<file path="config.mk">
export PLATFORM = sky130hd
export DESIGN_NAME = axis_dwa_encoder_flat
export DESIGN_NICKNAME = d
export VERILOG_FILES = /design/src/rtl/axis_dwa_encoder_if.sv /design/src/rtl/axis_dwa_encoder.sv /design/src/flat_wrapper.sv
export SDC_FILE = /design/constraint.sdc
export NUM_CORES = 1
export LEC_CHECK = 0
export ABC_AREA = 1
export ABC_CLOCK_PERIOD_IN_PS = 2600
export CORE_MARGIN = 3
export CORE_UTILIZATION = 49
export CTS_CLUSTER_DIAMETER = 80
export CTS_CLUSTER_SIZE = 40
export DETAILED_ROUTE_END_ITERATION = 6
export PLACE_DENSITY = 0.9
export RECOVER_POWER = 100
export SYNTH_ARGS = -nofsm -noshare
export SYNTH_HDL_FRONTEND = slang
export SYNTH_SLANG_ARGS = --single-unit
</file>
<file path="constraint.sdc">
create_clock -name aclk -period 2.6 [get_ports aclk]
set_input_delay 0.26 -clock aclk [delete_from_list [all_inputs] [get_ports aclk]]
set_output_delay 0.26 -clock aclk [all_outputs]
set_load 0.005 [all_outputs]
</file>
<file path="src/rtl/axis_dwa_encoder_if.sv">
`default_nettype none
// ============================================================================
//  Module   : axis_dwa_encoder_if
//  Purpose  : Minimal AXI-Stream channel (tdata/tvalid/tready) used for the
//             input and output streams of the DWA encoder.
//  Params   : W - tdata width
//  Signals  : tdata  - payload
//             tvalid - source has a beat
//             tready - sink can take the beat
//  Modports : master (drives tdata/tvalid), slave (drives tready)
//  Revision : 1.0 - initial release
// ============================================================================
interface axis_dwa_encoder_if #(
    parameter int W = 8
);
    logic [W-1:0] tdata;
    logic         tvalid;
    logic         tready;

    modport master (output tdata, output tvalid, input tready);
    modport slave  (input tdata, input tvalid, output tready);
endinterface
`default_nettype wire

</file>
<file path="src/rtl/axis_dwa_encoder.sv">
`default_nettype none
// ============================================================================
//  Module   : axis_dwa_encoder
//  Purpose  : Converts the signed multi-level code of a MASH 1-1 modulator
//             into a unit-element enable vector for an N_ELEM element DAC.
//             The code is offset and saturated to an element count, then
//             either a fixed thermometer code or a data-weighted-averaging
//             (rotating) selection is produced. Registered AXI-Stream output
//             with backpressure.
//  Ports    : aclk        - clock
//             arst_n      - synchronous active-low reset
//             s_axis_data - input stream, signed code (DAC_BW bits)
//             m_axis_data - output stream, element enables (N_ELEM bits)
//             dwa_en      - 1 = rotate selection, 0 = fixed thermometer
//             sat_clear   - synchronous clear of sat_count
//             ptr         - current rotation pointer
//             sat_count   - number of accepted samples that were clamped
//  Revision : 1.0 - initial release
// ============================================================================
module axis_dwa_encoder #(
    parameter  int DAC_BW = 4,
    parameter  int N_ELEM = 3,
    parameter  int OFFSET = 1,
    parameter  int CNT_W  = 16,
    localparam int PTR_W  = (N_ELEM > 1) ? $clog2(N_ELEM) : 1
) (
    input  wire logic              aclk,
    input  wire logic              arst_n,
    axis_dwa_encoder_if.slave      s_axis_data,
    axis_dwa_encoder_if.master     m_axis_data,
    input  wire logic              dwa_en,
    input  wire logic              sat_clear,
    output logic [PTR_W-1:0]       ptr,
    output logic [CNT_W-1:0]       sat_count
);

    localparam int RAW_W = DAC_BW + 2;
    localparam int LVL_W = $clog2(N_ELEM + 1);

    localparam logic signed [RAW_W-1:0] OFFSET_S = RAW_W'(OFFSET);
    localparam logic        [CNT_W-1:0] CNT_MAX  = '1;

    logic [N_ELEM-1:0]        out_data;
    logic                     out_valid;

    logic                     in_ready;
    logic                     accept;

    logic signed [RAW_W-1:0]  raw;
    int                       raw_i;
    logic [LVL_W-1:0]         level;
    logic                     clamped;
    logic [N_ELEM-1:0]        mask;
    logic [2*N_ELEM-1:0]      mask_dbl;
    logic [N_ELEM-1:0]        rotated;
    int                       ptr_sum;
    logic [PTR_W-1:0]         ptr_next;
    logic [N_ELEM-1:0]        enc_next;

    // ------------------------------------------------------------------
    // Handshake: the single output register can take a new beat when it
    // is empty or being drained this cycle.
    // ------------------------------------------------------------------
    assign in_ready           = arst_n & (~out_valid | m_axis_data.tready);
    assign accept             = s_axis_data.tvalid & in_ready;
    assign s_axis_data.tready = in_ready;
    assign m_axis_data.tdata  = out_data;
    assign m_axis_data.tvalid = out_valid;

    // ------------------------------------------------------------------
    // Level, mask, rotation and next pointer
    // ------------------------------------------------------------------
    always_comb begin
        raw      = '0;
        raw_i    = 0;
        level    = '0;
        clamped  = 1'b0;
        mask     = '0;
        mask_dbl = '0;
        rotated  = '0;
        ptr_sum  = 0;
        ptr_next = '0;
        enc_next = '0;

        // Two guard bits so the offset add can never overflow.
        raw   = $signed({{2{s_axis_data.tdata[DAC_BW-1]}}, s_axis_data.tdata}) + OFFSET_S;
        raw_i = int'(raw);

        if (raw_i < 0) begin
            level   = '0;
            clamped = 1'b1;
        end else if (raw_i > N_ELEM) begin
            level   = LVL_W'(N_ELEM);
            clamped = 1'b1;
        end else begin
            level   = LVL_W'(raw_i);
        end

        // Plain thermometer: the lowest L elements.
        for (int i = 0; i < N_ELEM; i++) begin
            mask[i] = (i < int'(level));
        end

        // Rotate left by ptr modulo N_ELEM: shift a zero-padded copy and
        // fold the bits that spilled past the top back onto the bottom.
        mask_dbl = {{N_ELEM{1'b0}}, mask} << ptr;
        rotated  = mask_dbl[N_ELEM-1:0] | mask_dbl[2*N_ELEM-1:N_ELEM];

        // ptr < N_ELEM and level <= N_ELEM, so one subtraction suffices.
        ptr_sum = int'(ptr) + int'(level);
        if (ptr_sum >= N_ELEM) begin
            ptr_sum = ptr_sum - N_ELEM;
        end

        if (dwa_en) begin
            enc_next = rotated;
            ptr_next = PTR_W'(ptr_sum);
        end else begin
            enc_next = mask;
            ptr_next = '0;
        end
    end

    // ------------------------------------------------------------------
    // Output register and rotation pointer
    // ------------------------------------------------------------------
    always_ff @(posedge aclk) begin
        if (!arst_n) begin
            out_data  <= '0;
            out_valid <= 1'b0;
            ptr       <= '0;
        end else begin
            if (accept) begin
                out_data  <= enc_next;
                out_valid <= 1'b1;
                ptr       <= ptr_next;
            end else if (m_axis_data.tready) begin
                out_valid <= 1'b0;
            end
        end
    end

    // ------------------------------------------------------------------
    // Saturation event counter: sticks at all-ones; a clear that coincides
    // with a clamped accept still records that one event.
    // ------------------------------------------------------------------
    always_ff @(posedge aclk) begin
        if (!arst_n) begin
            sat_count <= '0;
        end else if (sat_clear) begin
            sat_count <= (accept && clamped) ? CNT_W'(1) : '0;
        end else if (accept && clamped && (sat_count != CNT_MAX)) begin
            sat_count <= sat_count + CNT_W'(1);
        end
    end

endmodule
`default_nettype wire

</file>
<file path="src/flat_wrapper.sv">
// flat-port wrapper written by rule: the top's interface ports become plain ports
module axis_dwa_encoder_flat 
#(
    parameter  int DAC_BW = 4,
    parameter  int N_ELEM = 3,
    parameter  int OFFSET = 1,
    parameter  int CNT_W  = 16,
    localparam int PTR_W  = (N_ELEM > 1) ? $clog2(N_ELEM) : 1
)
  (aclk, arst_n, dwa_en, sat_clear, ptr, sat_count, s_axis_data_tdata, s_axis_data_tvalid, s_axis_data_tready, m_axis_data_tdata, m_axis_data_tvalid, m_axis_data_tready);
  axis_dwa_encoder_if #(.W(4)) s_axis_data_i ();
  axis_dwa_encoder_if #(.W(3)) m_axis_data_i ();
  input  wire logic aclk;
  input  wire logic arst_n;
  input  wire logic dwa_en;
  input  wire logic sat_clear;
  output logic [PTR_W-1:0] ptr;
  output logic [CNT_W-1:0] sat_count;
  input wire logic [$bits(s_axis_data_i.tdata)-1:0] s_axis_data_tdata;
  input wire logic [$bits(s_axis_data_i.tvalid)-1:0] s_axis_data_tvalid;
  output wire logic [$bits(s_axis_data_i.tready)-1:0] s_axis_data_tready;
  output wire logic [$bits(m_axis_data_i.tdata)-1:0] m_axis_data_tdata;
  output wire logic [$bits(m_axis_data_i.tvalid)-1:0] m_axis_data_tvalid;
  input wire logic [$bits(m_axis_data_i.tready)-1:0] m_axis_data_tready;
  assign s_axis_data_i.tdata = s_axis_data_tdata;
  assign s_axis_data_i.tvalid = s_axis_data_tvalid;
  assign s_axis_data_tready = s_axis_data_i.tready;
  assign m_axis_data_tdata = m_axis_data_i.tdata;
  assign m_axis_data_tvalid = m_axis_data_i.tvalid;
  assign m_axis_data_i.tready = m_axis_data_tready;
  axis_dwa_encoder #(.DAC_BW(DAC_BW), .N_ELEM(N_ELEM), .OFFSET(OFFSET), .CNT_W(CNT_W)) u_core (.aclk(aclk), .arst_n(arst_n), .s_axis_data(s_axis_data_i), .m_axis_data(m_axis_data_i), .dwa_en(dwa_en), .sat_clear(sat_clear), .ptr(ptr), .sat_count(sat_count));
endmodule
</file>
# Word level (Yosys, flattened, before mapping)
# Cells that the tools add are included.
[word_totals]
reg_bits = 22
in_bits = 10
output_inout_bits = 23
wordCells = 37
[op_classes]
n_addsub = 4
order_cmp = 6
n_eq_ne = 1
shift = 1
n_mux = 12
bitwise_logic = 5
n_reduce_logical = 4
[op_table]
columns = ["operator", "count"]
rows = [
  ["16-bit 2-to-1 mux", 2],
  ["16-bit by 1-bit adder with 16-bit output (second input constant)", 1],
  ["16-bit != test (second input constant)", 1],
  ["2-bit 2-to-1 mux", 4],
  ["3-bit by 2-bit << shifter with 6-bit output", 1],
  ["4-bit by 2-bit adder with 5-bit output (second input constant)", 1],
  ["5-bit by 3-bit greater-than comparator with 1-bit output (second input constant)", 1],
  ["5-bit by 1-bit < comparator with 1-bit output (second input constant)", 1],
  ["1-bit 2-to-1 mux", 5],
  ["1-bit by 2-bit < comparator with 1-bit output (first input constant)", 2],
  ["2-bit nonzero test", 2],
  ["2-bit by 2-bit adder with 3-bit output", 1],
  ["3-bit by 2-bit >= comparator with 1-bit output (second input constant)", 1],
  ["3-bit 2-to-1 mux", 1],
  ["3-bit OR", 1],
  ["1-bit bitwise AND", 2],
  ["1-bit logical AND", 2],
  ["2-bit < comparator (first input constant)", 1],
  ["2-bit by 1-bit subtractor with 2-bit output (second input constant)", 1],
  ["1-bit inverter", 1],
  ["1-bit OR", 1],
]

# Depth between registers and ports, before layout
[depth]
ltp_word = 8
depth_mapped = 17
depth_no_buf = 17

# Worst setup path before layout
# OpenSTA, ideal clock, no wires.
[synth_path]
path_type = "input-to-reg"
from = "input port s_axis_data_tdata[0]"
to = "register u_core.ptr[0]"
setup_time_ps = 121
arrival_time_ps = 2171
slack_ps = 308
path_stages = 15
n_path_buf = 0
path_cell_list = "inv_1 -> ha_1 -> nor2_1 -> nand2_1 -> nand2_1 -> nor2_2 -> nand2_1 -> nand2_2 -> fa_1 -> inv_1 -> ha_1 -> nand3b_1 -> xor2_1 -> nand2_1 -> o21ai_0"
[synth_between]
elab_chain_cells = 8
word_cells_on_any_way = 10
classes_between = "add/sub (3); order compare (3); mux (4)"
[synth_lines]
columns = ["element", "line", "text"]
rows = [
  ["start: declaration", "flat_wrapper.sv:19", "input wire logic [$bits(s_axis_data_i.tdata)-1:0] s_axis_data_tdata;"],
  ["4-bit by 2-bit adder with 5-bit output *", "axis_dwa_encoder.sv:86", "raw = $signed({{2{s_axis_data.tdata[DAC_BW-1]}}, s_axis_data.tdata}) + OFFSET_S;"],
  ["5-bit by 3-bit greater-than comparator with 1-bit output", "axis_dwa_encoder.sv:92", "end else if (raw_i > N_ELEM) begin"],
  ["2-bit 2-to-1 mux", "axis_dwa_encoder.sv:92", ""],
  ["2-bit 2-to-1 mux *", "axis_dwa_encoder.sv:89", "if (raw_i < 0) begin"],
  ["2-bit by 2-bit adder with 3-bit output *", "axis_dwa_encoder.sv:110", "ptr_sum = int'(ptr) + int'(level);"],
  ["3-bit by 2-bit >= comparator with 1-bit output or 2-bit by 1-bit subtractor with 2-bit output (tied branches)", "axis_dwa_encoder.sv:111, axis_dwa_encoder.sv:112", ""],
  ["2-bit 2-to-1 mux *", "axis_dwa_encoder.sv:111", "if (ptr_sum >= N_ELEM) begin"],
  ["2-bit 2-to-1 mux *", "axis_dwa_encoder.sv:115", "if (dwa_en) begin"],
  ["end signal: assignment", "axis_dwa_encoder.sv:136", "ptr <= ptr_next;"],
  ["end: declaration", "axis_dwa_encoder.sv:33", "output logic [PTR_W-1:0] ptr,"],
]
# Every way passes the cells marked *; elsewhere a longest branch is shown, timed or not.
# A chain may end at the register's enable or synchronous reset.

# Final worst setup path
[layout_path]
from = "input port s_axis_data_tdata[3]"
to = "register u_core.ptr[0]"
# The elaborated chain is that of the path after synthesis.

==> flow_summary_export.csv <==
group,metric,value,unit
sta,max_clock_freq,0.437,GHz
floorplan,die_x,59.4,um
worst_setup_path,worst-r2r-cell-count,9,
min_path,hold_path_startpoint,"u_core.m_axis_data.tdata[0]",
sta,finalSetupViolations,0,
layout,fin_nets,272,
floorplan,fp.coreArea,2590,um2
logic_synthesis,synth_nets,227,
worst_setup_path,regToRegSetupSlack,0.49,ns
sta,fin_crit_sh,0.880,
layout,fin_area,1850,um2
sta,fin_worst_skew,0.0153,ns
routing,via_per_inst,5.20,
min_path,hold_path_class,"reg -> reg",
floorplan,initial_core_util,0.540,
layout,final_util,0.714,
global_route,grt_pass1_wl,5.35,mm
global_route,gr-total-overflow,0,
global_route,grt_pass1_vias,1247,
worst_setup_path,worstPathCellList,"clkdlybuf4s50_1 > inv_1 > nand4_1 > nand4_1 > nand2_1 > inv_1 > ha_1 > inv_1 > fa_1 > inv_1 > ha_1 > nand3b_1 > xor2_1 > nand2_1 > o21ai_0",
worst_setup_path,crit_slowest_cell,"fa_1",
floorplan,fp.dieH,59.4,um
placement,placed_area,1820,um2
logic_synthesis,syn_area,1400,um2
run_status,status,"completed",
worst_setup_path,cp_max_fo,3,
worst_setup_path,crit_arrival,2.49,ns
clock_network,cts_buffer_depth,2,
placement,dp.cells,281,
clock_network,cts_tree,"yes",
routing,final_antenna_net_count,0,
pwr,powerDensity,436,nW/um2
logic_synthesis,ys_warn_count,0,
floorplan,rows,18,
placement,place.detailed.hpwl,2.49,mm
global_route,grt_max_degree,14,
layout,final_common_cell,"nand2_1",
layout,final_cell_mix,"63 x nand2_1, 26 x inv_1, 24 x nor2_1",
sta,slew_violations,0,
logic_synthesis,yosys.cell_types.count,29,
global_route,grt_use_total,0.192,
worst_setup_path,cp-end-kind,"register",
layout,drive_above_1_share,0.0784,
sta,worst_slew_pin_slew,0.559,ns
sta,hold_ws,0.454,ns
worst_setup_path,startpoint_type,"primary input",
layout,n_antenna_cell,0,
clock_network,clock_latency,0.32,ns
worst_setup_path,crit_required,2.81,ns
pwr,peakVddDrop,0.539,mV
logic_synthesis,syn-instance-count,211,
routing,wirelength,3.20,mm
sta,rsz0062_at_grt,"no",
worst_setup_path,critical_path_class,"in -> reg",
placement,gp_congestion,0.855,
global_route,antenna_found_initial,0,
clock_network,clock_sinks,22,
routing,dr.pass1.iters,4,
clock_network,htree_num_levels,1,
clock_network,cts_setup_buffers,0,
placement,port_buffers,32,
worst_setup_path,slowest_delay,0.49,ns
worst_setup_path,crit_top_cell,"inv_1",
layout,instances_no_fill,285,
worst_setup_path,rr_startpoint,"u_core.sat_count[0]",
worst_setup_path,startpoint,"s_axis_data_tdata[3]",
routing,via_count,1482,
logic_synthesis,syn_area_per_cell,6.62,um2
sta,hold_violations,0,
worst_setup_path,reg2reg_to,"u_core.sat_count[10]",
worst_setup_path,critical_path.endpoint,"u_core.ptr[0]",
logic_synthesis,synth-seq-cells,22,
routing,drc,0,
sta,slew_headroom,0.626,
routing,wl_per_cell,11.2,um
pwr,total_power,0.805,mW
layout,area_delta_synth_final,32.2,%
logic_synthesis,ys_seq_area_frac,0.315,
sta,min_period,2.29,ns
clock_network,clk_pin_slew,0.11,ns
routing,drtIter0Drc,47,
floorplan,die-area,3530,um2
clock_network,cts_buffers,3,
clock_network,root_buffer,"clkbuf_4",
run,maxCapViolCount,0,
pwr,p_leak,0.823,nW
floorplan,ios,33,
layout,fillers,221,
==> cell families (layout without fill, tap and decap cells) <==
logic type,Yosys count,after routing,share of synthesized area
and+or+nand+nor,116,116,0.384
AOI/OAI and AO/OA,36,36,0.142
buffers and inverters,27,71,0.0743
DFF,22,22,0.315
adders and majority gates,6,6,0.0591
xor gates and xnor gates,4,4,0.0251
==> report_power, final <==
part	internal (mW)	switching (mW)	leakage, nW
clock network	0.156	0.108	0.0279
registers	0.349	0.00979	0.179
logic	0.0836	0.0984	0.617
==> metal layers <==
| metal | vias up | GRT usage | share of wire |
|---|---|---|---|
| li1 | 780 | - | - |
| met1 | 646 | 0.266 | 0.47 |
| met2 | 50 | 0.301 | 0.45 |
| met3 | 6 | 0.0414 | 0.062 |
| met4 | 0 | 0.0485 | 0.010 |
| met5 | - | 0 | 0 |
==> how the worst min path moves through the flow <==
stage / endpoint / slack [ns] / cells past startpoint
finish: u_core.m_axis_data.tdata[0] / 0.45 / 2
global placement: u_core.m_axis_data.tdata[0] / 0.44 / 2
floorplan: u_core.m_axis_data.tvalid / 0.38 / 2
detailed placement: u_core.m_axis_data.tdata[0] / 0.44 / 2
CTS: u_core.m_axis_data.tdata[0] / 0.46 / 2
global route: u_core.m_axis_data.tdata[0] / 0.48 / 2
==> sequential cells by signal, indices dropped and copies added, names as in the netlist <==
signal,cells
u_core.m_axis_data.tdata,3
u_core.m_axis_data.tvalid,1
u_core.sat_count,16
u_core.ptr,2
==> worst max-delay path: cells and delay by family <==
| kind | cells | cell delay [ns] |
|---|---|---|
| XOR/XNOR | 1 | 0.17 |
| buffers and inverters | 5 | 0.66 |
| AO/OA/AOI/OAI | 1 | 0.06 |
| adder cells (fa/ha/maj) | 3 | 0.78 |
| AND/OR/NAND/NOR | 5 | 0.57 |
==> repair_timing <==
item | 4_1_cts | 5_1_grt
endpoints found under the hold margin | 0 | 0
resized for setup | 0 | 4
endpoints found under the setup margin | 0 | 2
hold buffers | 0 | 0
==> cells in the mapped netlist, drive strengths merged <==
cell    count  area (um2)
a21oi      20         111
a31o        1        8.76
a31oi       1        6.26
and2        1        6.26
dfxtp      22         440
fa          1        20.0
ha          5        62.6
inv        27         104
nand2      64         265
nand3       8        40.0
nand3b      1        7.51
nand4       7        50.1
nor2       26         110
nor3        7        45.0
nor4        2        12.5
o211ai      1        7.51
o21ai      13        65.1
xnor2       2        17.5
xor2        2        17.5
==> layout make-up <==
cell class | count | area [um2] | area share
Clock inverter | 1 | 30.0 | 0.0162
Timing Repair Buffer | 40 | 384 | 0.208
Tap cell | 30 | 37.5 | 0.0203
Clock buffer | 3 | 22.5 | 0.0122
Inverter | 27 | 103 | 0.0555
Multi-Input combinational cell | 162 | 831 | 0.450
Sequential cell | 22 | 440 | 0.238
==> stage by stage <==
step           worst slack, ns  setup TNS (ns)
4_1_cts                 0.0180               0
3_5_place_dp            -0.328          -0.655
6_report                 0.313               0
5_1_grt                  0.109               0
3_3_place_gp            -0.260          -0.515
2_1_floorplan            0.308               0
Power figures use the tool's default switching activity.
